<file path="config.mk">
export PLATFORM = sky130hd
export DESIGN_NAME = ws2812_rx_flat
export DESIGN_NICKNAME = d
export VERILOG_FILES = /design/src/rtl/ws2812_rx_if.sv /design/src/rtl/ws2812_rx.sv /design/src/flat_wrapper.sv
export SDC_FILE = /design/constraint.sdc
export NUM_CORES = 1
export LEC_CHECK = 0
export CORE_MARGIN = 5
export CORE_UTILIZATION = 25
export CTS_BUF_LIST = sky130_fd_sc_hd__clkbuf_8
export CTS_CLUSTER_DIAMETER = 120
export DETAILED_ROUTE_END_ITERATION = 8
export SYNTH_ARGS = -nofsm -noshare
export SYNTH_HDL_FRONTEND = slang
export SYNTH_SLANG_ARGS = --single-unit
</file>
<file path="constraint.sdc">
create_clock -name clk -period 3.42 [get_ports clk]
set_input_delay 0.342 -clock clk [delete_from_list [all_inputs] [get_ports clk]]
set_output_delay 0.342 -clock clk [all_outputs]
set_load 0.05 [all_outputs]
</file>
<file path="src/rtl/ws2812_rx_if.sv">
// Pixel output channel of the WS2812 receiver: data word with a valid/ready
// handshake plus the event pulses.
interface ws2812_rx_if;
  logic [23:0] dout;
  logic        valid;
  logic        ready;
  logic        frame_end;
  logic        overrun;
  logic        err;

  modport master (output dout, valid, frame_end, overrun, err, input ready);
  modport slave  (input dout, valid, frame_end, overrun, err, output ready);
endinterface

</file>
<file path="src/rtl/ws2812_rx.sv">
// WS2812 serial line decoder: measures high-pulse widths to recover bits,
// packs 24 bits into a GRB word, and detects latch gaps and line errors.
module ws2812_rx #(
  parameter int T_THRESH   = 15,
  parameter int T_LATCH    = 1250,
  parameter int T_HIGH_MAX = 40
) (
  input  logic        clk,
  input  logic        reset,
  input  logic        din,
  ws2812_rx_if.master bus
);

  typedef enum logic [1:0] {SYNC, IDLE, HIGH, LOW} state_t;

  localparam logic [15:0] C_THRESH   = 16'(T_THRESH);
  localparam logic [15:0] C_LATCH    = 16'(T_LATCH);
  localparam logic [15:0] C_LATCH_M1 = 16'(T_LATCH - 1);
  localparam logic [15:0] C_HIGH_MAX = 16'(T_HIGH_MAX);

  state_t      r_state, w_state_next;
  logic        r_sync1, r_din_s, r_din_prev;
  logic [15:0] r_cnt, w_cnt_next, w_cnt_inc;
  logic [4:0]  r_bitcnt, w_bitcnt_next;
  logic [23:0] r_shift, w_shift_next;
  logic        r_err, w_err_next;
  logic        r_frame_end, w_frame_end_next;
  logic        w_offer;
  logic [23:0] w_word;
  logic        w_rise, w_fall, w_bit;
  logic [23:0] r_dout;
  logic        r_valid, r_overrun;

  assign w_rise    = r_din_s & ~r_din_prev;
  assign w_fall    = ~r_din_s & r_din_prev;
  assign w_bit     = (r_cnt >= C_THRESH);
  assign w_cnt_inc = (r_cnt == 16'hFFFF) ? r_cnt : r_cnt + 16'd1;
  assign w_word    = {r_shift[22:0], w_bit};

  always_ff @(posedge clk or negedge reset) begin
    if (!reset) begin
      r_sync1     <= 1'b0;
      r_din_s     <= 1'b0;
      r_din_prev  <= 1'b0;
      r_state     <= SYNC;
      r_cnt       <= 16'd0;
      r_bitcnt    <= 5'd0;
      r_shift     <= 24'd0;
      r_err       <= 1'b0;
      r_frame_end <= 1'b0;
    end else begin
      r_sync1     <= din;
      r_din_s     <= r_sync1;
      r_din_prev  <= r_din_s;
      r_state     <= w_state_next;
      r_cnt       <= w_cnt_next;
      r_bitcnt    <= w_bitcnt_next;
      r_shift     <= w_shift_next;
      r_err       <= w_err_next;
      r_frame_end <= w_frame_end_next;
    end
  end

  always_comb begin
    w_state_next     = r_state;
    w_cnt_next       = r_cnt;
    w_bitcnt_next    = r_bitcnt;
    w_shift_next     = r_shift;
    w_err_next       = 1'b0;
    w_frame_end_next = 1'b0;
    w_offer          = 1'b0;
    case (r_state)
      // Wait for a full latch gap so we never start decoding mid-frame.
      SYNC: begin
        if (r_din_s) begin
          w_cnt_next = 16'd0;
        end else if (r_cnt >= C_LATCH_M1) begin
          w_state_next = IDLE;
          w_cnt_next   = 16'd0;
        end else begin
          w_cnt_next = w_cnt_inc;
        end
      end
      IDLE: begin
        if (w_rise) begin
          w_state_next = HIGH;
          w_cnt_next   = 16'd1;
        end
      end
      HIGH: begin
        if (w_fall) begin
          w_shift_next = w_word;
          w_state_next = LOW;
          w_cnt_next   = 16'd1;
          if (r_bitcnt == 5'd23) begin
            w_bitcnt_next = 5'd0;
            w_offer       = 1'b1;
          end else begin
            w_bitcnt_next = r_bitcnt + 5'd1;
          end
        end else if (w_cnt_inc >= C_HIGH_MAX) begin
          w_err_next    = 1'b1;
          w_shift_next  = 24'd0;
          w_bitcnt_next = 5'd0;
          w_state_next  = SYNC;
          w_cnt_next    = 16'd0;
        end else begin
          w_cnt_next = w_cnt_inc;
        end
      end
      LOW: begin
        if (w_rise) begin
          w_state_next = HIGH;
          w_cnt_next   = 16'd1;
        end else if (w_cnt_inc >= C_LATCH) begin
          w_frame_end_next = 1'b1;
          w_state_next     = IDLE;
          w_cnt_next       = 16'd0;
          // A latch arriving mid-word means the frame was truncated.
          if (r_bitcnt != 5'd0) begin
            w_err_next    = 1'b1;
            w_shift_next  = 24'd0;
            w_bitcnt_next = 5'd0;
          end
        end else begin
          w_cnt_next = w_cnt_inc;
        end
      end
      default: begin
        w_state_next = SYNC;
        w_cnt_next   = 16'd0;
      end
    endcase
  end

  // Single-entry output register; a word arriving while one is still held is dropped.
  always_ff @(posedge clk or negedge reset) begin
    if (!reset) begin
      r_dout    <= 24'd0;
      r_valid   <= 1'b0;
      r_overrun <= 1'b0;
    end else begin
      r_overrun <= 1'b0;
      if (w_offer) begin
        if (!r_valid || bus.ready) begin
          r_dout  <= w_word;
          r_valid <= 1'b1;
        end else begin
          r_overrun <= 1'b1;
        end
      end else if (r_valid && bus.ready) begin
        r_valid <= 1'b0;
      end
    end
  end

  assign bus.dout      = r_dout;
  assign bus.valid     = r_valid;
  assign bus.frame_end = r_frame_end;
  assign bus.overrun   = r_overrun;
  assign bus.err       = r_err;

endmodule

</file>
<file path="src/flat_wrapper.sv">
// flat-port wrapper written by rule: the top's interface ports become plain ports
module ws2812_rx_flat 
#(
  parameter int T_THRESH   = 15,
  parameter int T_LATCH    = 1250,
  parameter int T_HIGH_MAX = 40
)
  (clk, reset, din, bus_dout, bus_valid, bus_frame_end, bus_overrun, bus_err, bus_ready);
  ws2812_rx_if bus_i ();
  input  logic clk;
  input  logic reset;
  input  logic din;
  output wire logic [$bits(bus_i.dout)-1:0] bus_dout;
  output wire logic [$bits(bus_i.valid)-1:0] bus_valid;
  output wire logic [$bits(bus_i.frame_end)-1:0] bus_frame_end;
  output wire logic [$bits(bus_i.overrun)-1:0] bus_overrun;
  output wire logic [$bits(bus_i.err)-1:0] bus_err;
  input wire logic [$bits(bus_i.ready)-1:0] bus_ready;
  assign bus_dout = bus_i.dout;
  assign bus_valid = bus_i.valid;
  assign bus_frame_end = bus_i.frame_end;
  assign bus_overrun = bus_i.overrun;
  assign bus_err = bus_i.err;
  assign bus_i.ready = bus_ready;
  ws2812_rx #(.T_THRESH(T_THRESH), .T_LATCH(T_LATCH), .T_HIGH_MAX(T_HIGH_MAX)) u_core (.clk(clk), .reset(reset), .din(din), .bus(bus_i));
endmodule
</file>
==> metrics.txt <==
Power Density 379.9 nW/um^2; CP required 3.70 ns; final slew viol count 0; Slowest-stage cell, CP dfrtp_1; Tmin final 3.143 ns; initial DRC count 258; ys async rst share 1.000; Chip Width 137.6 um; critical path peak fanout 22; mapped cell area 4069 sq um; Syn. warnings 0; io pins 32; WP data arrival 3.42 ns; vias per inst 4.900; unrepaired setup endpoints after global routing no; GRT Residual Overflow 0; final WL 9.564 mm; Hold Crit Class input pin to async pin; CTS sink cnt 77; die area 18930 sq um; number of flops mapped to enable cells by yosys 0; detailed-route via count 3170; CTS Buf Count 9; CP endpoint kind register; Fmax 318.2 MHz; status finished clean; final instance area 4842 sq um; Root Driver clkbuf_8; final core area utilization 0.3037; first-pass GRT wire length 16.22 mm; n_diodes 0; Clock transition at path regs 0.09 ns; cells along the critical path ha_1 > and3_4 > a31oi_1 > or4_4 > nor3_1 > nand4_1 > nand3_4 > buf_12 > mux2i_1; Pwr Total 1840 uW; core region area 15940 sq um; total of max-cap violations 0; Die Y 137.6 um; Synth cell types 59; Core Rows 46; Mean Syn Cell Area 10.17 sq um; DRC 0; critical path class register to register; Final TNS setup 0 ns; Nets 435; initial antenna violation count 0; LEAKAGE 0.002008 uW; Antenna Violating Nets Remaining 0; largest net degree at the start of global routing 78; H-tree Lvls 3; all-layer global routing usage 0.1074; post-synthesis sequential area ratio 0.4736; Worst Skew 0.01365 ns; Initial Utilization 0.2552; Post-Syn Instances 400; Post-CTS Setup Bufs 0; #FFs+latches synth 77; Max-slew headroom 0.2394; CTS tree built; Post-Syn Nets 409; hpwl dp 6.674 mm; share of the clock period used by the worst path 0.9190; Worst Hold Slack 0.09733 ns; share of layout cells above drive strength 1 0.1508; Port Buf Inserts 31; final hold vios 0; worst skew pair latency 0.36 ns; clk buf depth 2; crit path launch type register; vias in the first global route 3056; wire per inst 14.78 um; worst IR drop on VDD 298.8 uV; Area after DPL 4588 sq um; predominant post-synthesis flop cell dfrtp_1; Least-Margin Pin Slew 1.141 ns; P&R area growth vs syn 19.00%; max incr delay on CP 0.53 ns; TritonRoute pass-1 iters 5; final setup fails 0; routability cong. 0.9151
## through the flow
stage                     setup WS [ns]  cells
after floorplan                  0.8770    400
after global placement           0.4684    631
after detailed placement         0.3342    631
after CTS                        0.2923    647
after global routing            0.06229    647
final                            0.2770    647
## flip-flops by register name (all words and copies together), names as in the netlist
name,cells
u_core.r_bitcnt,5
u_core.r_sync1,1
u_core.bus.overrun,1
u_core.r_shift,23
u_core.bus.err,1
u_core.r_state,2
u_core.bus.valid,1
u_core.bus.dout,24
u_core.r_cnt,16
u_core.r_din_prev,1
u_core.r_din_s,1
u_core.bus.frame_end,1
## layout by cell type (no fill, tap or decap), types with 5 or more instances in the layout
cell	Yosys	final
dfrtp_1	77	77
nand2_1	51	51
inv_1	33	34
clkdlybuf4s50_1	0	30
mux2i_1	28	28
mux2_2	23	23
nor2_1	22	22
a21oi_1	15	14
nor3_1	12	12
nand3_1	9	9
clkbuf_8	0	9
nand4_1	8	8
a31oi_1	8	8
and3_1	8	8
nor4_1	7	7
buf_4	2	7
o21ai_0	6	6
o22ai_1	6	6
and4_1	5	5
o31ai_1	5	5
ha_1	5	5
## Yosys cell counts, types with 2 or more instances
| master | n | area share |
|---|---|---|
| inv_1 | 33 | 0.030 |
| and2_1 | 3 | 0.0046 |
| ha_1 | 5 | 0.015 |
| o21ai_0 | 6 | 0.0074 |
| clkbuf_1 | 7 | 0.0065 |
| nor4_2 | 2 | 0.0061 |
| mux2_2 | 23 | 0.064 |
| mux2i_1 | 28 | 0.069 |
| nor4_1 | 7 | 0.011 |
| nor3_1 | 12 | 0.015 |
| and3_1 | 8 | 0.012 |
| dfrtp_1 | 77 | 0.47 |
| nand3_1 | 9 | 0.011 |
| nand4_1 | 8 | 0.012 |
| a32oi_1 | 2 | 0.0043 |
| buf_4 | 2 | 0.0037 |
| a21oi_1 | 15 | 0.018 |
| or4_1 | 2 | 0.0037 |
| o31ai_1 | 5 | 0.0092 |
| and4_1 | 5 | 0.011 |
| nor3_2 | 3 | 0.0074 |
| buf_1 | 2 | 0.0018 |
| a31oi_1 | 8 | 0.012 |
| buf_2 | 9 | 0.011 |
| a211oi_1 | 2 | 0.0037 |
| nand2b_1 | 2 | 0.0031 |
| o21ai_1 | 3 | 0.0037 |
| nand2_1 | 51 | 0.047 |
| o32ai_1 | 2 | 0.0043 |
| nor2_1 | 22 | 0.020 |
| a2111oi_0 | 2 | 0.0043 |
| o22ai_1 | 6 | 0.0092 |
| buf_6 | 3 | 0.0083 |
## cell families after synthesis
logic type / synth area share
buf+inv: 0.06181
compound gates: 0.1135
simple gates: 0.2005
fa+ha+maj: 0.01538
flops: 0.4736
mux: 0.1353
## worst max-delay path: cells and delay by family, from the launching register on
family	cells	cell delay [ns]
compound gates	1	0.11
fa+ha+maj	1	0.36
buf+inv	1	0.21
flops	1	0.53
mux	1	0.21
simple gates	5	1.62
## area by class of cell
class                      instances  area [sq um]
fill                            1656         11100
sequential                        77          1927
multi-input combinational        267          1902
timing repair buffer              38         372.9
tap                              216         270.3
clock buffer                       9         123.9
inverter                          33         123.9
clock inverter                     7         122.6
## where the power goes
| group | leakage [uW] | internal [uW] | switching [uW] | total (uW) |
|---|---|---|---|---|
| Combinational | 0.000814 | 15.9 | 44.0 | 59.9 |
| Clock | 0.000127 | 491 | 365 | 856 |
| Sequential | 0.00107 | 914 | 9.30 | 923 |
| Total | 0.00201 | 1420 | 419 | 1840 |
## routing by layer
layer | global-route usage | wire length, um | vias up
met5 | 0 | 0 | -
met4 | 0.02938 | 123 | 0
met3 | 0.02593 | 554 | 13
met2 | 0.1597 | 4278 | 116
met1 | 0.1553 | 4608 | 1560
li1 | - | - | 1481
## final timing paths
| kind | from | endpoint | slack, ns | cells past startpoint |
|---|---|---|---|---|
| hold reg to reg | u_core.r_sync1 | u_core.r_din_s | 0.37 | 0 |
| min in group clk | u_core.r_sync1 | u_core.r_din_s | 0.37 | 0 |
| max in group asynchronous | reset | u_core.bus.dout[14] | 2.64 | 1 |
| hold / removal | reset | u_core.r_cnt[3] | 0.1 | 1 |
| setup / recovery | u_core.r_cnt[0] | u_core.r_shift[13] | 0.28 | 9 |
| setup reg to reg | u_core.r_cnt[0] | u_core.r_shift[13] | 0.28 | 9 |
## repair_timing
item                       in CTS  in global routing
setup endpoints to repair       0                  1
gates resized for setup         0                  1
hold buffers                    0                  0
No activity file was read; power rests on OpenSTA's default activity.
